`src/rtl/stream_demux2_pkg.sv`:
```
// Shared types and constants for the two-way packet demultiplexer.
package stream_demux2_pkg;

    localparam int DEFAULT_WIDTH = 32;
    localparam int CNT_W         = 16;

    typedef enum logic [1:0] {
        IDLE  = 2'd0,
        LOCK0 = 2'd1,
        LOCK1 = 2'd2
    } state_t;

endpackage

```
`src/rtl/demux_out_slot.sv`:
```
// One-entry output register: a load wins over a drain in the same cycle,
// so a full slot that is both read and written stays full with the new beat.
module demux_out_slot #(
    parameter int WIDTH = 32
) (
    input  logic             clk,
    input  logic             rst_n,
    input  logic             load,
    input  logic [WIDTH-1:0] load_data,
    input  logic             load_last,
    input  logic             ready,
    output logic             valid,
    output logic [WIDTH-1:0] data,
    output logic             last
);

    // data/last change only on load, so they hold while valid && !ready
    always_ff @(posedge clk or negedge rst_n) begin
        if (!rst_n) begin
            valid <= 1'b0;
            data  <= '0;
            last  <= 1'b0;
        end else if (load) begin
            valid <= 1'b1;
            data  <= load_data;
            last  <= load_last;
        end else if (valid && ready) begin
            valid <= 1'b0;
        end
    end

endmodule

```
`src/rtl/stream_demux2.sv`:
```
// Routes whole packets from one stream to out0 or out1, chosen by in_sel on the
// first beat. Optional per-output beat counters are built with STREAM_DEMUX2_CNT_EN.
//
// Handshake: a beat moves on any interface when its valid and ready are both high
// at a rising edge; valid, once raised, holds with stable data/last until taken.
module stream_demux2
    import stream_demux2_pkg::*;
#(
    parameter int WIDTH = DEFAULT_WIDTH
) (
    input  logic             clk,
    input  logic             rst_n,
    input  logic [WIDTH-1:0] in_data,
    input  logic             in_valid,
    input  logic             in_last,
    input  logic             in_sel,
    output logic             in_ready,
    output logic [WIDTH-1:0] out0_data,
    output logic             out0_valid,
    output logic             out0_last,
    input  logic             out0_ready,
    output logic [WIDTH-1:0] out1_data,
    output logic             out1_valid,
    output logic             out1_last,
    input  logic             out1_ready,
`ifdef STREAM_DEMUX2_CNT_EN
    output logic [CNT_W-1:0] cnt0,
    output logic [CNT_W-1:0] cnt1,
`endif
    output state_t           state
);

    state_t state_next;
    logic   target;
    logic   target_valid;
    logic   target_ready;
    logic   accept;
    logic   load0;
    logic   load1;

    // in_sel only matters while idle; a locked packet keeps its destination
    always_comb begin
        target = 1'b0;
        case (state)
            IDLE:    target = in_sel;
            LOCK0:   target = 1'b0;
            LOCK1:   target = 1'b1;
            default: target = 1'b0;
        endcase
    end

    assign target_valid = target ? out1_valid : out0_valid;
    assign target_ready = target ? out1_ready : out0_ready;
    assign in_ready     = !target_valid || target_ready;
    assign accept       = in_valid && in_ready;
    assign load0        = accept && !target;
    assign load1        = accept && target;

    always_ff @(posedge clk or negedge rst_n) begin
        if (!rst_n) state <= IDLE;
        else        state <= state_next;
    end

    always_comb begin
        state_next = state;
        case (state)
            IDLE: begin
                if (accept && !in_last) state_next = in_sel ? LOCK1 : LOCK0;
            end
            LOCK0, LOCK1: begin
                if (accept && in_last) state_next = IDLE;
            end
            default: state_next = IDLE;
        endcase
    end

    demux_out_slot #(.WIDTH(WIDTH)) u_slot0 (
        .clk       (clk),
        .rst_n     (rst_n),
        .load      (load0),
        .load_data (in_data),
        .load_last (in_last),
        .ready     (out0_ready),
        .valid     (out0_valid),
        .data      (out0_data),
        .last      (out0_last)
    );

    demux_out_slot #(.WIDTH(WIDTH)) u_slot1 (
        .clk       (clk),
        .rst_n     (rst_n),
        .load      (load1),
        .load_data (in_data),
        .load_last (in_last),
        .ready     (out1_ready),
        .valid     (out1_valid),
        .data      (out1_data),
        .last      (out1_last)
    );

`ifdef STREAM_DEMUX2_CNT_EN
    // counters wrap naturally at 2**CNT_W
    always_ff @(posedge clk or negedge rst_n) begin
        if (!rst_n) begin
            cnt0 <= '0;
            cnt1 <= '0;
        end else begin
            if (load0) cnt0 <= cnt0 + 1'b1;
            if (load1) cnt1 <= cnt1 + 1'b1;
        end
    end
`endif

endmodule
```
`config.mk`:
```
export PLATFORM = sky130hd
export DESIGN_NAME = stream_demux2
export DESIGN_NICKNAME = d
export VERILOG_FILES = /design/src/rtl/stream_demux2_pkg.sv /design/src/rtl/demux_out_slot.sv /design/src/rtl/stream_demux2.sv
export SDC_FILE = /design/constraint.sdc
export NUM_CORES = 1
export LEC_CHECK = 0
export ABC_CLOCK_PERIOD_IN_PS = 2480
export BUFFER_PORTS_ARGS = -buffer_cell sky130_fd_sc_hd__buf_2
export CAP_MARGIN = 0
export CORE_UTILIZATION = 49
export CTS_CLUSTER_SIZE = 30
export DETAILED_ROUTE_END_ITERATION = 8
export PLACE_DENSITY = 0.76
export SETUP_SLACK_MARGIN = 0.2
export SKIP_LAST_GASP = 1
export SLEW_MARGIN = 0
export SYNTH_ARGS = -nofsm -noshare
export SYNTH_HDL_FRONTEND = slang
export SYNTH_HIERARCHICAL = 1
export SYNTH_SLANG_ARGS = --single-unit
```
`constraint.sdc`:
```
create_clock -name clk -period 2.48 [get_ports clk]
set_input_delay 0.124 -clock clk [delete_from_list [all_inputs] [get_ports clk]]
set_output_delay 0.124 -clock clk [all_outputs]
set_load 0.005 [all_outputs]
```
==> key figures <==
Route
  • Vias post-DR: 1,832
  • Drt first pass iters: 4
  • DRC: 0
  • Routed met3 length: 318 um
  • Met1 wire length: 2.766 mm
  • Initial DRC count: 67
  • Vias per cell: 4.951
  • Final WL: 5.879 mm
  • Top routing layer used: met4
  • Metal2 WL: 2.669 mm
  • Final ANT Viol Nets: 0
  • Drt wl/cell: 15.89 um

Synth
  • Synth Area in Adders: 0.8143%
  • Cells after synthesis: 172
  • Post-synthesis mux area share: 31.60%
  • Synth Area in Compound Gates: 2.239%
  • Yosys top cell area share: 57.00%
  • Synth top area cells: dfrtp_1 57%, mux2_4 28%, buf_12 3.9%
  • Post-Syn Area: 3073 sq um
  • Syn Area/Cell: 17.87 sq um
  • Post-synth top area cell: dfrtp_1
  • Mapped Nets: 213
  • Post-synthesis register bit count: 70
  • Unique masters post-synth: 22
  • Total of warnings raised by yosys: 6
  • Post-Synth XOR/XNOR Area: 0%
  • Simple-Gate Fraction of Synth Area: 2.850%
  • Largest family of logic cells by synthesized area: multiplexers
  • Sequential share of the synthesized area: 57.00%

Timing
  • Period utilization: 84.20%
  • Worst setup margin: 0.3919 ns
  • Min Hold Slack: 0.02098 ns
  • Final-report max-slew violation count: 0
  • F_max: 478.9 MHz
  • Fin. Hold Viols: 0
  • Final setup fails: 0
  • Slew HR: 47.11%
  • Least-Margin Pin Slew: 0.7934 ns
  • RSZ-0062 raised after global routing: false
  • Tmin final: 2.088 ns
  • Final TNS setup: 0 ns
  • Clock Skew: 0.01089 ns

Clock network
  • Clock sinks: 70
  • Clock Latency Late Sink: 0.34 ns
  • Root Buffer Master: clkbuf_8
  • TritonCTS buffer count: 9
  • Clk buf depth: 2
  • H-tree Lvls: 3
  • CTS resizes: 0
  • Clk pin slew, worst setup/hold paths: 0.09 ns
  • Setup Fix Bufs, Post-CTS: 0
  • CTS tree: done

Critical path
  • CP max stage delay: 0.41 ns
  • CP startpoint kind: flop
  • Critical R2R Launch: state[0]
  • WP data required: 2.71 ns
  • Crit Reg-Reg Endpoint: u_slot0/data[20]
  • Slowest CP cell: dfrtp_1
  • R2R Setup Slk: 0.39 ns
  • CP endpoint kind: flop
  • CP max FO: 22
  • Critical Path AT: 2.32 ns
  • Worst Reg-to-Reg Cells: 6
  • Setup Crit Path Kind: flop to flop
  • Worst path cell trace: inv_1 -> ha_1 -> a21oi_4 -> and3_4 -> buf_12 -> mux2_4
  • Crit path from: state[0]

Floorplanning
  • Die X: 81.19 um
  • Die Span Y: 81.19 um
  • Initial Utilization: 51.29%
  • Die Area: 6592 sq um
  • IO Count: 110
  • Core footprint: 5991 sq um
  • Rows: 28

Power and ir drop
  • Sw Share: 30.49%
  • Logic pwr share: 40.9%
  • Tot Pwr: 5.061 mW
  • Internal Power: 3.518 mW
  • Clock network fraction of design power: 18.7%
  • Worst vdd ir: 607.2 uV
  • NetSw: 1.543 mW
  • Power per cell area: 1313 nW/um^2
  • Leak pwr: 1.960 nW
  • Sequential power share: 40.4%

Worst hold path
  • Hold depth: 2
  • Min-delay src: in_data[18]
  • Worst Hold Path EP: u_slot0/data[18]
  • Worst hold path type: input pin to flop

Placement
  • IO buf count: 109
  • Post-DP Area: 3638 sq um
  • Placed insts: 353
  • Post-detail-place hpwl: 4.194 mm
  • DP Worst Slack: 0.3764 ns
  • Gp weighted congestion: 0.7641

Cells and area
  • Filler instances: 463
  • Non-Filler Instances: 370
  • Syn-to-layout area delta: 25.45%
  • Share of cells above drive strength 1: 67.80%
  • Fin nets: 331
  • Commonest non-fill, non-tap cells in the layout: 109 x buf_2, 70 x dfrtp_1, 58 x mux2_4, 9 x clkbuf_8, 8 x mux2_2
  • Final std cell area, no fill: 3855 sq um
  • Ant. Diodes: 0
  • Commonest non-fill, non-tap cell in the layout: buf_2
  • Post-layout util: 64.35%

GRT
  • First-pass GRT wire length: 9.232 mm
  • Total grt overflow: 0
  • Initial antenna violation count: 0
  • Largest net degree at the start of global routing: 38
  • Vias in the first global route: 1,884
  • Gr usage total: 19.18%

Run status
  • Status: complete, no violations

Run
  • Max-Cap Viols: 0
==> worst max-delay path, delay by kind of cell, from the launching register on <==
| kind | cells | cell delay (ns) |
|---|---|---|
| flops | 1 | 0.41 |
| simple gates | 1 | 0.38 |
| buf+inv | 2 | 0.33 |
| mux | 1 | 0.32 |
| fa+ha+maj | 1 | 0.31 |
| compound gates | 1 | 0.22 |
==> worst max-delay path by stage <==
stage               cells past startpoint          endpoint  slack, ns
CTS                                     6   u_slot0/data[4]       0.38
finish                                  6  u_slot0/data[20]       0.39
global route                            6  u_slot0/data[21]       0.28
floorplan                               7   u_slot1/data[0]       0.65
detailed placement                      6  u_slot0/data[10]       0.38
global placement                        6  u_slot0/data[25]       0.47
==> layout make-up <==
class	instances	area [sq um]	share of cell area, %
Timing Repair Buffer	115	618.1	16.03
Multi-Input combinational cell	87	1159	30.06
Clock buffer	9	123.9	3.213
Sequential cell	70	1752	45.44
Clock inverter	7	82.58	2.142
Inverter	7	26.28	0.6816
Tap cell	75	93.84	2.434
==> repair_timing <==
item,4_1_cts,5_1_grt
hold buffers,1,0
setup endpoints to repair,0,0
hold endpoints to repair,35,0
==> state kept, by name, indices dropped and copies added (netlist names) <==
name           count
u_slot0/data      32
u_slot1/data      32
state              2
u_slot0/last       1
u_slot0/valid      1
u_slot1/last       1
u_slot1/valid      1
==> metal layers <==
layer  vias up  GRT usage, %
met3        12         4.494
met2        73         28.91
li1        842             -
met5         -             0
met4         0         10.71
met1       905         25.36
==> kinds of logic after synthesis <==
family          count (synthesis)
flops                          70
mux                            67
simple gates                   11
buf+inv                        15
compound gates                  7
fa+ha+maj                       2
==> synth_stat cells <==
cell and number:
nand4b_1 1, dfrtp_1 70, o221a_1 1, nand3_1 2
inv_1 7, o2111ai_1 2, nand2b_1 1, and3_4 1
mux2_4 58, nor3b_2 1, o221ai_1 1, nor2_1 1
buf_12 6, nand4_1 1, a21oi_4 1, mux2_2 8
buf_6 2, ha_1 2, a21o_1 2, mux2i_1 1
nand2b_4 1, nand3b_1 2
==> power by group through the flow <==
stage          Sequential [mW]  Clock (mW)  Combinational (mW)
6_report                  2.05       0.947                2.07
5_1_grt                   2.13        1.02                2.23
4_1_cts                   2.05       0.966                2.09
3_5_place_dp              2.06           0                2.08
3_3_place_gp              2.05           0                2.02
2_1_floorplan             2.09           0                1.30
Note: power is estimated with default switching activity, not from simulation.
